## src/rtl/wb_regfile_pkg.sv

```systemverilog
// Shared pipeline definitions: the writeback source encodings used by every stage register.
package wb_regfile_pkg;

   localparam int XLEN       = 32;
   localparam int REG_ADDR_W = 5;
   localparam int NUM_REGS   = 32;

   typedef enum logic [1:0] {
      DEST_ALU  = 2'b00,
      DEST_MEM  = 2'b01,
      DEST_PC4  = 2'b10,
      DEST_RSVD = 2'b11
   } data_dest_e;

endpackage

```

## src/rtl/regfile_2r1w.sv

```systemverilog
// 32 x 32-bit register array, two combinational read ports, one write port,
// with write-through bypass so a read of the register being written sees the new value.
module regfile_2r1w
   import wb_regfile_pkg::*;
(
   input  logic                  clk,
   input  logic                  reset_n,
   input  logic                  wr_en,
   input  logic [REG_ADDR_W-1:0] wr_addr,
   input  logic [XLEN-1:0]       wr_data,
   input  logic [REG_ADDR_W-1:0] rs1_addr,
   input  logic [REG_ADDR_W-1:0] rs2_addr,
   output logic [XLEN-1:0]       rs1_data,
   output logic [XLEN-1:0]       rs2_data
);

   logic [XLEN-1:0] regs [NUM_REGS];
   logic            wr_valid;
   logic            rs1_hit;
   logic            rs2_hit;

   // x0 is hardwired: entry 0 is cleared by reset and never written afterwards
   assign wr_valid = wr_en && (wr_addr != '0);

   always_ff @(posedge clk or negedge reset_n) begin
      if (!reset_n) begin
         for (int i = 0; i < NUM_REGS; i++) begin
            regs[i] <= '0;
         end
      end else begin
         for (int i = 1; i < NUM_REGS; i++) begin
            if (wr_valid && (wr_addr == REG_ADDR_W'(i))) begin
               regs[i] <= wr_data;
            end
         end
      end
   end

   assign rs1_hit  = wr_valid && (rs1_addr == wr_addr);
   assign rs2_hit  = wr_valid && (rs2_addr == wr_addr);
   assign rs1_data = rs1_hit ? wr_data : regs[rs1_addr];
   assign rs2_data = rs2_hit ? wr_data : regs[rs2_addr];

endmodule

```

## src/rtl/wb_regfile.sv

```systemverilog
// Writeback stage: selects the writeback value, qualifies the write enable,
// counts committed writes and drives the bypassed register file.
module wb_regfile
   import wb_regfile_pkg::*;
#(
   parameter int CNT_W = 64
)
(
   input  logic                  clk,
   input  logic                  reset_n,
   input  logic [XLEN-1:0]       pc_plus4_i,
   input  logic [XLEN-1:0]       alu_result_i,
   input  logic [XLEN-1:0]       mem_rd_data_i,
   input  logic [1:0]            data_dest_i,
   input  logic [REG_ADDR_W-1:0] reg_wr_addr_i,
   input  logic                  reg_wr_sig_i,
   input  logic [REG_ADDR_W-1:0] rs1_addr_i,
   input  logic [REG_ADDR_W-1:0] rs2_addr_i,
   output logic [XLEN-1:0]       rs1_data_o,
   output logic [XLEN-1:0]       rs2_data_o,
   output logic [XLEN-1:0]       wb_data_o,
   output logic                  wb_en_o,
   output logic [CNT_W-1:0]      wr_count_o
);

   data_dest_e       dest;
   logic [CNT_W-1:0] wr_count;

   assign dest = data_dest_e'(data_dest_i);

   // The reserved encoding yields zero so a stray bypass could never leak stale data
   always_comb begin
      wb_data_o = '0;
      unique case (dest)
         DEST_ALU:  wb_data_o = alu_result_i;
         DEST_MEM:  wb_data_o = mem_rd_data_i;
         DEST_PC4:  wb_data_o = pc_plus4_i;
         DEST_RSVD: wb_data_o = '0;
         default:   wb_data_o = '0;
      endcase
   end

   assign wb_en_o = reg_wr_sig_i && (reg_wr_addr_i != '0) && (dest != DEST_RSVD);

   // Free-running commit counter; wraps silently
   always_ff @(posedge clk or negedge reset_n) begin
      if (!reset_n) begin
         wr_count <= '0;
      end else if (wb_en_o) begin
         wr_count <= wr_count + CNT_W'(1);
      end
   end

   assign wr_count_o = wr_count;

   regfile_2r1w u_regfile (
      .clk      (clk),
      .reset_n  (reset_n),
      .wr_en    (wb_en_o),
      .wr_addr  (reg_wr_addr_i),
      .wr_data  (wb_data_o),
      .rs1_addr (rs1_addr_i),
      .rs2_addr (rs2_addr_i),
      .rs1_data (rs1_data_o),
      .rs2_data (rs2_data_o)
   );

endmodule

```

## config.mk

```make
export PLATFORM = sky130hd
export DESIGN_NAME = wb_regfile
export DESIGN_NICKNAME = d
export VERILOG_FILES = /design/src/rtl/wb_regfile_pkg.sv /design/src/rtl/regfile_2r1w.sv /design/src/rtl/wb_regfile.sv
export SDC_FILE = /design/constraint.sdc
export NUM_CORES = 2
export LEC_CHECK = 0
export BUFFER_PORTS_ARGS = -buffer_cell sky130_fd_sc_hd__buf_2
export CAP_MARGIN = 20
export CORE_ASPECT_RATIO = 1.4
export CORE_MARGIN = 1
export CORE_UTILIZATION = 55
export CTS_BUF_LIST = sky130_fd_sc_hd__clkbuf_4 sky130_fd_sc_hd__clkbuf_8 sky130_fd_sc_hd__clkbuf_16
export CTS_CLUSTER_SIZE = 28
export DETAILED_ROUTE_END_ITERATION = 10
export PLACE_DENSITY_LB_ADDON = 0.05
export SYNTH_ARGS = -nofsm -noshare
export SYNTH_HDL_FRONTEND = slang
export SYNTH_SLANG_ARGS = --single-unit
export TNS_END_PERCENT = 100
```

## constraint.sdc

```tcl
create_clock -name clk -period 6.1 [get_ports clk]
set_clock_uncertainty 0.05 [all_clocks]
set_input_delay 0.305 -clock clk [delete_from_list [all_inputs] [get_ports clk]]
set_output_delay 0.305 -clock clk [all_outputs]
set_load 0.05 [all_outputs]
```

==> reports/metrics.cfg <==
[yosys]
syn_area_mm2 = 0.0551
synthMuxAreaShare_pct = 20.4
synth_compound_area_share_pct = 15.4
synth_top_family_by_area = multiplexers
ys.flop_type = dfrtp_1
synth_commonest_cells = dfrtp_1, nand2_1, o21ai_0, nor2_1, a21oi_1
avgSynthCellArea_um2 = 10.5
synth_seq_cells = 1056
synthDistinctLibCells = 57
synthCells = 5263
syn-num-nets = 5380
yosys.area.top_type = dfrtp_1
synth-simple-area-share_pct = 10.8
synth_fa_ha_area_share_pct = 0.0227
synthTopCellsByArea = dfrtp_1, mux4_2, o21ai_0, nand2_1, a21oi_1
yosys_warnings = 32
yosysMostFrequentCell = dfrtp_1
synth_edf_count = 0
synth_top_area_share_pct = 48.0
synth_xor_area_share_pct = 1.16
synth_async_sr_flop_share_pct = 100
yosysSeqAreaShare_pct = 48.0

[drt]
drc = 0
wl_per_cell_um = 29.1
ant_nets = 0
drt-total-wl_um = 193000
via_per_inst = 6.61
via_count = 43866
first_iter_violations = 5386
firstDrtPassIters = 6

[die]
ios = 277
die_y_um = 376
dieArea_mm2 = 0.101
die_x_um = 269
coreArea_mm2 = 0.0994
initial_core_util_pct = 55.4
fp-row-count = 137

[clocking]
clk_pin_slew_ns = 0.07
cts_sinks = 1056
ctsRootBufferMaster = clkbuf_16
cts_tree = built
htreeDepth = 3
numCtsBuffers = 104
cts_buffer_depth = 3
clock_latency_ns = 0.70

[global_route]
grt_pass1_wl_um = 287000
grt_max_degree = 161
grt-ovfl-total = 0
antenna_found_initial = 3
grt_usage_pct = 38.5
grt_pass1_vias = 43185

[cells_and_area]
fin_util_pct = 61.6
drive_gt1_share_pct = 22.0
regArea_mm2 = 0.0264
multi_input_area_mm2 = 0.0267
area_delta_synth_final_pct = 11.1
layout.cells.non_filler = 6638
stdcell_area_mm2 = 0.0612
nFillCells = 8327
nets = 5348

[worst_setup_path]
crit_path_frequent_cell = buf_4
start_kind = primary input
critPathKind = primary input to primary output
path_cells = buf_4, xor2_1, nor4_1, and2_2, buf_4, a22oi_1, o21ai_0, buf_2
end_kind = primary output
arrival_ns = 4.18
worst_path_max_delay_cell = and2_2
worstPathMaxFanout = 27
cp_data_required_time_ns = 5.74
path_buf_inv = 3
critical_path.top_delay_family = simple AND/OR/NAND/NOR gates
max_stage_delay_ns = 1.04

[timing]
max_freq_mhz = 220
worst_slew_pin_slew_ns = 1.15
setup_viol = 0
fin_crit_ns = 4.54
drv_slew = 0
maxSlewHeadroom_pct = 23.5
finalCritPeriodShare_pct = 74.4
hold-worst-slack_ns = 0.0758
finalHoldViolations = 0
fin_setup_tns_ns = 0
rsz0062_at_grt = no
setup_slack_ns = 1.56

[power_and_ir_drop]
p_int_mw = 14.3
comb_power_share_pct = 21.0
power_frac_seq_pct = 44.6
ir_worst_vdd_mv = 0.260
power.switching_mw = 6.22
power_density_mw_per_mm2 = 335
switching_share_pct = 30.3
power_frac_clock_pct = 34.4
p_leak_nw = 26.9
p_total_mw = 20.5

[place]
hpwlAfterDp_um = 113000
io_buffers = 276
place_inst = 6443
place_ws_ns = 1.63
gp_congestion = 0.903
dpl-instance-area_mm2 = 0.0575

[status]
status = complete, no violations

[worst_hold_path]
min_path_type = primary input to register

[flow_run]
max_cap_viol_count = 0

==> flip-flops by register name, summed over array words and instances (netlist names) <==
signal,flops
u_regfile.regs,992
wr_count_o,64
==> layer usage <==
metal	wire length [um]	GRT usage [%]	up-vias
li1	-	-	18948
met1	75200	51.6	22210
met2	90500	60.8	2216
met3	17600	7.18	490
met4	10100	18.7	2
met5	13	0	-
==> power groups by stage <==
stage / sequential, mW / combinational [mW] / clock [mW]
2_1_floorplan: 9.01 / 3.10 / 0
3_3_place_gp: 9.16 / 4.18 / 0
3_5_place_dp: 9.22 / 4.27 / 0
4_1_cts: 9.10 / 4.28 / 7.12
5_1_grt: 9.29 / 4.68 / 7.36
6_report: 9.14 / 4.30 / 7.06
==> worst min-delay path, stage by stage <==
cell	delay, ns
buf_2	0.10
a21oi_4	0.20
a21oi_1	0.16
==> final cells by class <==
cell class,count,area share (%)
clock inverters,39,0.987
multi-input cells,3627,43.6
flip-flops and latches,1056,43.2
well taps,1320,2.70
inverters,43,0.264
diodes,3,0.0123
clock buffers,151,5.08
repair buffers,399,4.16
==> layout by cell type, fill, tap and decap left out, drive strengths merged, types with 5 or more instances in the layout <==
cell     instances
and4b            8
o22ai          130
mux2           103
nand2          713
nand2b          48
a22oi           62
inv             47
nor2b           16
or2              5
mux4           385
nand4           27
a211oi          35
a31oi            7
o21ai          691
o221ai          27
and2             8
bufinv          15
clkbuf         153
nand3           28
nor2           492
buf            396
a221o           30
a221oi          42
nor3            28
and3             5
xnor2           22
o211ai          11
or3              5
a2111oi          5
a21oi          464
mux2i          140
nor4            21
xor2            51
dfrtp         1056
clkinv          17
nor3b            5
==> kinds of logic (layout without fill, tap and decap cells) <==
| family | Yosys count | count (layout) |
|---|---|---|
| AOI/OAI and AO/OA | 1510 | 1510 |
| and+or+nand+nor | 1415 | 1415 |
| DFF | 1056 | 1056 |
| muxes | 628 | 628 |
| buffers and inverters | 580 | 632 |
| xor gates and xnor gates | 73 | 73 |
| adders and majority gates | 1 | 1 |
| other | 0 | 3 |
==> worst paths after layout <==
check / startpoint / to / slack [ns] / cells after the start
min in group asynchronous: reset_n / wr_count_o[17]$_DFFE_PN0P_ / 0.18 / 2
hold reg to reg: wr_count_o[63]$_DFFE_PN0P_ / wr_count_o[63]$_DFFE_PN0P_ / 0.42 / 1
hold / removal: pc_plus4_i[13] / u_regfile.regs[205]$_DFFE_PN0P_ / 0.08 / 3
setup / recovery: rs1_addr_i[3] / rs1_data_o[12] / 1.56 / 8
setup reg to reg: wr_count_o[12]$_DFFE_PN0P_ / wr_count_o[50]$_DFFE_PN0P_ / 3.52 / 5
max in group asynchronous: reset_n / u_regfile.regs[667]$_DFFE_PN0P_ / 4.34 / 3
==> timing repair <==
action                                 4_1_cts  5_1_grt
endpoints found under the hold margin       82        0
gates resized for setup                      0        0
hold buffers                                 1        0
setup buffers                                0        0
Power figures use the tool's default switching activity.
